$ cat src/rtl/alu_arbiter.sv
// Two-requester round-robin front end for a shared combinational ALU.
// Grants one requester, drives its operation to the ALU, captures result and flags one cycle later.
module alu_arbiter #(
  parameter int unsigned WIDTH = 16
) (
  input  logic             clk,
  input  logic             rst,
  input  logic             req0,
  input  logic [3:0]       op0,
  input  logic [WIDTH-1:0] a0,
  input  logic [WIDTH-1:0] b0,
  input  logic             req1,
  input  logic [3:0]       op1,
  input  logic [WIDTH-1:0] a1,
  input  logic [WIDTH-1:0] b1,
  output logic             gnt0,
  output logic             gnt1,
  output logic             done0,
  output logic             done1,
  output logic             busy,
  output logic [3:0]       alu_op,
  output logic [WIDTH-1:0] alu_a,
  output logic [WIDTH-1:0] alu_b,
  input  logic [WIDTH-1:0] alu_out,
  input  logic             alu_cf,
  input  logic             alu_zf,
  input  logic             alu_sf,
  input  logic             alu_of,
  output logic [WIDTH-1:0] res,
  output logic [3:0]       flags
);

  typedef enum logic {
    IDLE = 1'b0,
    EXEC = 1'b1
  } state_t;

  state_t           state_q;
  state_t           state_d;

  // last_q: requester granted most recently; owner_q: requester whose op is in flight
  logic             last_q;
  logic             last_d;
  logic             owner_q;
  logic             owner_d;
  logic             win_c;
  logic             any_req_c;

  logic             gnt0_d;
  logic             gnt1_d;
  logic             done0_d;
  logic             done1_d;
  logic             busy_d;
  logic [3:0]       alu_op_d;
  logic [WIDTH-1:0] alu_a_d;
  logic [WIDTH-1:0] alu_b_d;
  logic [WIDTH-1:0] res_d;
  logic [3:0]       flags_d;

  // On a tie the requester not granted last wins; otherwise the sole requester wins
  assign any_req_c = req0 | req1;
  assign win_c     = (req0 & req1) ? ~last_q : req1;

  always_ff @(posedge clk or posedge rst) begin
    if (rst) begin
      state_q <= IDLE;
    end else begin
      state_q <= state_d;
    end
  end

  always_comb begin
    state_d = state_q;
    case (state_q)
      IDLE:    if (any_req_c) state_d = EXEC;
      EXEC:    state_d = IDLE;
      default: state_d = IDLE;
    endcase
  end

  always_comb begin
    gnt0_d   = 1'b0;
    gnt1_d   = 1'b0;
    done0_d  = 1'b0;
    done1_d  = 1'b0;
    busy_d   = 1'b0;
    alu_op_d = alu_op;
    alu_a_d  = alu_a;
    alu_b_d  = alu_b;
    res_d    = res;
    flags_d  = flags;
    last_d   = last_q;
    owner_d  = owner_q;
    case (state_q)
      IDLE: begin
        if (any_req_c) begin
          gnt0_d   = ~win_c;
          gnt1_d   = win_c;
          busy_d   = 1'b1;
          alu_op_d = win_c ? op1 : op0;
          alu_a_d  = win_c ? a1 : a0;
          alu_b_d  = win_c ? b1 : b0;
          last_d   = win_c;
          owner_d  = win_c;
        end
      end
      EXEC: begin
        res_d   = alu_out;
        flags_d = {alu_cf, alu_zf, alu_sf, alu_of};
        done0_d = ~owner_q;
        done1_d = owner_q;
      end
      default: ;
    endcase
  end

  // Reset clears everything, which also aborts an op in flight without a done pulse
  always_ff @(posedge clk or posedge rst) begin
    if (rst) begin
      gnt0    <= 1'b0;
      gnt1    <= 1'b0;
      done0   <= 1'b0;
      done1   <= 1'b0;
      busy    <= 1'b0;
      alu_op  <= 4'b0000;
      alu_a   <= '0;
      alu_b   <= '0;
      res     <= '0;
      flags   <= 4'b0000;
      last_q  <= 1'b1;
      owner_q <= 1'b0;
    end else begin
      gnt0    <= gnt0_d;
      gnt1    <= gnt1_d;
      done0   <= done0_d;
      done1   <= done1_d;
      busy    <= busy_d;
      alu_op  <= alu_op_d;
      alu_a   <= alu_a_d;
      alu_b   <= alu_b_d;
      res     <= res_d;
      flags   <= flags_d;
      last_q  <= last_d;
      owner_q <= owner_d;
    end
  end

endmodule

$ cat config.mk
export PLATFORM = sky130hd
export DESIGN_NAME = alu_arbiter
export DESIGN_NICKNAME = d
export VERILOG_FILES = /design/src/rtl/alu_arbiter.sv
export SDC_FILE = /design/constraint.sdc
export NUM_CORES = 1
export LEC_CHECK = 0
export ABC_AREA = 1
export CAP_MARGIN = 20
export CORE_UTILIZATION = 42
export DETAILED_ROUTE_END_ITERATION = 10
export GPL_TIMING_DRIVEN = 0
export PLACE_DENSITY_LB_ADDON = 0.12
export SYNTH_ARGS = -nofsm -noshare
export SYNTH_HDL_FRONTEND = slang
export SYNTH_SLANG_ARGS = --single-unit
$ cat constraint.sdc
create_clock -name clk -period 5.5 [get_ports clk]
set_input_delay 1.1 -clock clk [delete_from_list [all_inputs] [get_ports clk]]
set_output_delay 1.1 -clock clk [all_outputs]
set_load 0.005 [all_outputs]
# ---- After elaboration in Yosys (flattened, before gate mapping)
# Index checks and enable logic that the tools add are counted.
dict set report classes {
  addsub 0
  multipliers 0
  n_div 0
  n_lt_le_gt_ge 0
  n_eq_ne 0
  n_shift 0
  muxes 13
  n_bitwise 6
  n_reduce_logical 1
}
# cell n
set op_table {}
lappend op_table {{2-to-1 mux 16 bit} 2}
lappend op_table {{2-to-1 mux 1 bit} 9}
lappend op_table {{2-to-1 mux 4 bit} 1}
lappend op_table {{NOT 1 bit} 4}
lappend op_table {{case mux 1 bit (2 select lines)} 1}
lappend op_table {{AND reduction 2 bit} 1}
lappend op_table {{bitwise AND 1 bit} 1}
lappend op_table {{bitwise OR 1 bit} 1}
dict set report word_totals {
  regBits 64
  latch_bits 0
  ram_bits 0
  rom_bits 0
  inputBits 96
  out_inout_bits 61
  elab_cells 33
  mem_count 0
}

# ---- Logic depth before layout (Yosys ltp)
dict set report depth {
  depth_word 5
  depth_mapped 7
  depth_no_buf 5
}

# ---- Worst setup path after synthesis
# OpenSTA, ideal clock, no wires.
dict set report synth_timing {
  path_kind {in2reg}
  from {input port req0}
  to {register alu_b[0]}
  t_arrival_ns 1.602
  t_required_ns 5.375
  setup_slack_ns 3.773
  cell_stages 5
  path_buffers 1
  cell_sequence {nor2_2 nor2_8 buf_6 nand3_1 nand3_1}
}
dict set report synth_via {
  elab_chain_len 3
}
# element line
set synth_lines {}
lappend synth_lines {{from (decl)} 8} ;# input logic req0,
lappend synth_lines {{bitwise AND 1 bit} 62} ;# assign win_c = (req0 & req1) ? ~last_q : req1;
lappend synth_lines {{2-to-1 mux 1 bit} 62}
lappend synth_lines {{2-to-1 mux 16 bit} 102} ;# alu_b_d = win_c ? b1 : b0;
lappend synth_lines {{to (signal assigned)} 140} ;# alu_b <= alu_b_d;
lappend synth_lines {{to (decl)} 23} ;# output logic [WIDTH-1:0] alu_b,
# Several ways; a longest one is shown, not always the timed one.
# A chain may end at the register's enable or synchronous reset.

# ---- Worst setup path after layout
dict set report layout_timing {
  from {register alu_a[15]}
  to {output port alu_a[15]}
}
# element line
set layout_lines {}
lappend layout_lines {{from (decl)} 22} ;# output logic [WIDTH-1:0] alu_a,
lappend layout_lines {{from (signal assigned)} 139} ;# alu_a <= alu_a_d;
# No word-level cell between the ends.

==> reports/qor.csv <==
stage,metric,value,unit
sta,Final setup viols,0,
sta,fin crit share,0.423,
finish,nets@finish,592,
worst_setup_path,Crit Path Max Fanout,2,
finish,ratio of cells with drive above 1 in the final layout,0.0998,
yosys,Synth Register Bits,63,
global_routing,first-pass GRT wire length,14600,µm
run,MaxCap Viol Count,0,
die,Initial Utilization,0.444,
placed_design,# port buffers,156,
yosys,Synth cell types,18,
die,num rows,29,
drt,DR WL/cell,15.2,µm
worst_setup_path,crit-path cells,clkdlybuf4s50_1,
drt,Iteration-0 DRC Markers,177,
finish,"non-filler cells, final",578,
drt,Avg Vias per Cell,5.10,
yosys,Mapped Area,2880,µm²
clock_tree,CTS Root Cell,clkbuf_8,
drt,Antenna Nets Post-Route,0,
sta,Tightest Pin Transition,658,ps
worst_setup_path,crit path DAT,1230,ps
finish,Inserted Diodes,0,
finish,fillers,487,
placed_design,Place WS,3030,ps
sta,final slew viol count,0,
outcome,failing checks,DRC,
drt,DRC violations left,11,
drt,via count,2950,
placed_design,DP HPWL,6430,µm
die,Die Area,7200,µm²
global_routing,number of global-route vias before repair,2973,
worst_setup_path,critical path's slowest cell,clkdlybuf4s50_1,
sta,Fmax,0.430,GHz
worst_setup_path,Setup Crit Path Kind,flop to output port,
worst_setup_path,crit path buf inv count,1,
placed_design,gpl congestion,0.777,
clock_tree,H-tree levels,3,
yosys,Syn Nets,424,
clock_tree,clk sinks,63,
clock_tree,worst-skew pair later-pin latency,330,ps
yosys,Synth Instances,328,
power,Cell Pwr Density,326,nW/µm²
global_routing,initial antenna violation count,0,
power,P_leak,2.24,nW
sta,Clock Skews,7.79,ps
finish,fin area,4800,µm²
placed_design,placed cells,562,
worst_setup_path,Crit path largest cell delay,540,ps
global_routing,Total Routing Usage GR,0.260,
clock_tree,# resized after CTS,0,
drt,drt pass-1 iters,10,
outcome,status,finished with violations,
finish,Layout area overhead,66.6,%
yosys,Synth warnings,0,
sta,Hold Fails Final Rpt,0,
sta,Slew HR,0.560,
clock_tree,clk slew on worst S/H paths,80,ps
sta,Tmin final,2330,ps
min_path,Hold Path Class,flop to flop,
worst_setup_path,Worst R2R Setup Slack,4180,ps
clock_tree,CTS buffer count,9,
sta,TNS Setup,0,ps
yosys,syn_area_per_cell,8.79,µm²
clock_tree,CTS tree,built,
worst_setup_path,CP Launch Type,flop,
drt,Routed WL,8790,µm
clock_tree,setup bufs post-CTS,0,
yosys,sequential element share of the synthesized area,0.547,
finish,Post-Route Utilization,0.740,
worst_setup_path,Worst Path Required,4400,ps
placed_design,cell area after placement,4560,µm²
die,Die Y,84.9,µm
sta,final worst slack,3170,ps
worst_setup_path,crit end category,output port,
power,Max IR drop VDD,0.176,mV
die,core box area,6490,µm²
global_routing,grt total ovfl,0,
clock_tree,Bufs on Longest Clock Path,2,
die,die width,84.9,µm
worst_setup_path,CP top delay family,buffers and inverters,
die,# IOs,157,
global_routing,largest net degree at the start of global routing,36,
sta,unrepaired setup endpoints after global routing,no,
clock_tree,Post-CTS Hold Fix Bufs,0,
## path summary, 6_finish.rpt
path                                            start               endpoint  depth (start not counted)
worst max-delay path            alu_a[15]$_DFFE_PP0P_              alu_a[15]                          1
worst min-delay path              owner_q$_DFFE_PP0P_        done0$_DFF_PP0_                          1
worst max register to register     last_q$_DFFE_PP1P_  alu_b[15]$_DFFE_PP0P_                          6
worst min register to register    owner_q$_DFFE_PP0P_        done0$_DFF_PP0_                          1
max in group asynchronous                         rst     last_q$_DFFE_PP1P_                          3
min in group asynchronous                         rst     res[5]$_DFFE_PP0P_                          2
## per-layer routing
layer,track usage,part of all wire,vias to the layer above
met5,0,0,-
met4,0.0847,0.015,0
met3,0.0652,0.083,13
met2,0.434,0.49,113
met1,0.333,0.41,1399
li1,-,-,1425
## cells by family (layout without fill, tap and decap cells)
family / Yosys count / after routing / share of synthesized area
DFF: 63 / 63 / 0.547
buffers and inverters: 39 / 212 / 0.0859
and+or+nand+nor: 224 / 224 / 0.362
AOI/OAI and AO/OA: 2 / 2 / 0.00477
## layout by cell type, fill, tap and decap left out
master	count
nor2_8	1
inv_1	11
nand3b_1	9
clkbuf_8	12
nand2_2	2
a21oi_1	1
buf_12	1
inv_2	2
buf_6	8
dfstp_2	1
buf_2	9
buf_4	8
bufinv_16	2
nand2_1	119
nor2_1	2
clkinvlp_4	1
clkbuf_1	1
nor2_2	1
nand4_1	27
clkinv_4	1
clkdlybuf4s50_1	156
dfrtp_1	62
nand3_1	63
o21ai_2	1
## metrics by stage
stage               total power, mW  hold WS (ps)
finish                         1.57           464
global route                   1.65           477
CTS                            1.58           477
detailed placement             1.10           457
global placement               1.08           449
floorplan                     0.793           426
## report_power, final
group          total (mW)  internal [mW]  switching (mW)
clock               0.478          0.293           0.185
sequential          0.606          0.556          0.0498
combinational       0.483          0.288           0.195
## state kept, by name, indices dropped and copies added (netlist names)
name and count:
alu_op 4, done1 1, last_q 1, alu_b 16, res 16, flags 4, owner_q 1, gnt0 1
busy 1, done0 1, gnt1 1, alu_a 16
## cell type report
type,count,area (µm²),share of cell area
Timing Repair Buffer,157,1580,0.329
Clock inverter,4,76.3,0.0159
Inverter,13,48.8,0.0102
Multi-Input combinational cell,226,1060,0.220
Tap cell,77,96.3,0.0201
Sequential cell,63,1580,0.328
Buffer,26,199,0.0414
Clock buffer,12,165,0.0344
## cell usage after synthesis
library cell    n  area, µm²
nand2_1       119        447
nand3_1        63        315
dfrtp_1        62       1550
nand4_1        27        169
inv_1          12       45.0
buf_2           9       45.0
nand3b_1        9       67.6
buf_4           8       60.1
buf_6           8       90.1
nand2_2         2       12.5
nor2_1          2       7.51
a21oi_1         1       5.00
clkbuf_1        1       3.75
dfstp_2         1       26.3
inv_2           1       3.75
nor2_2          1       6.26
nor2_8          1       20.0
o21ai_2         1       8.76
Note: power is estimated with default switching activity, not from simulation.
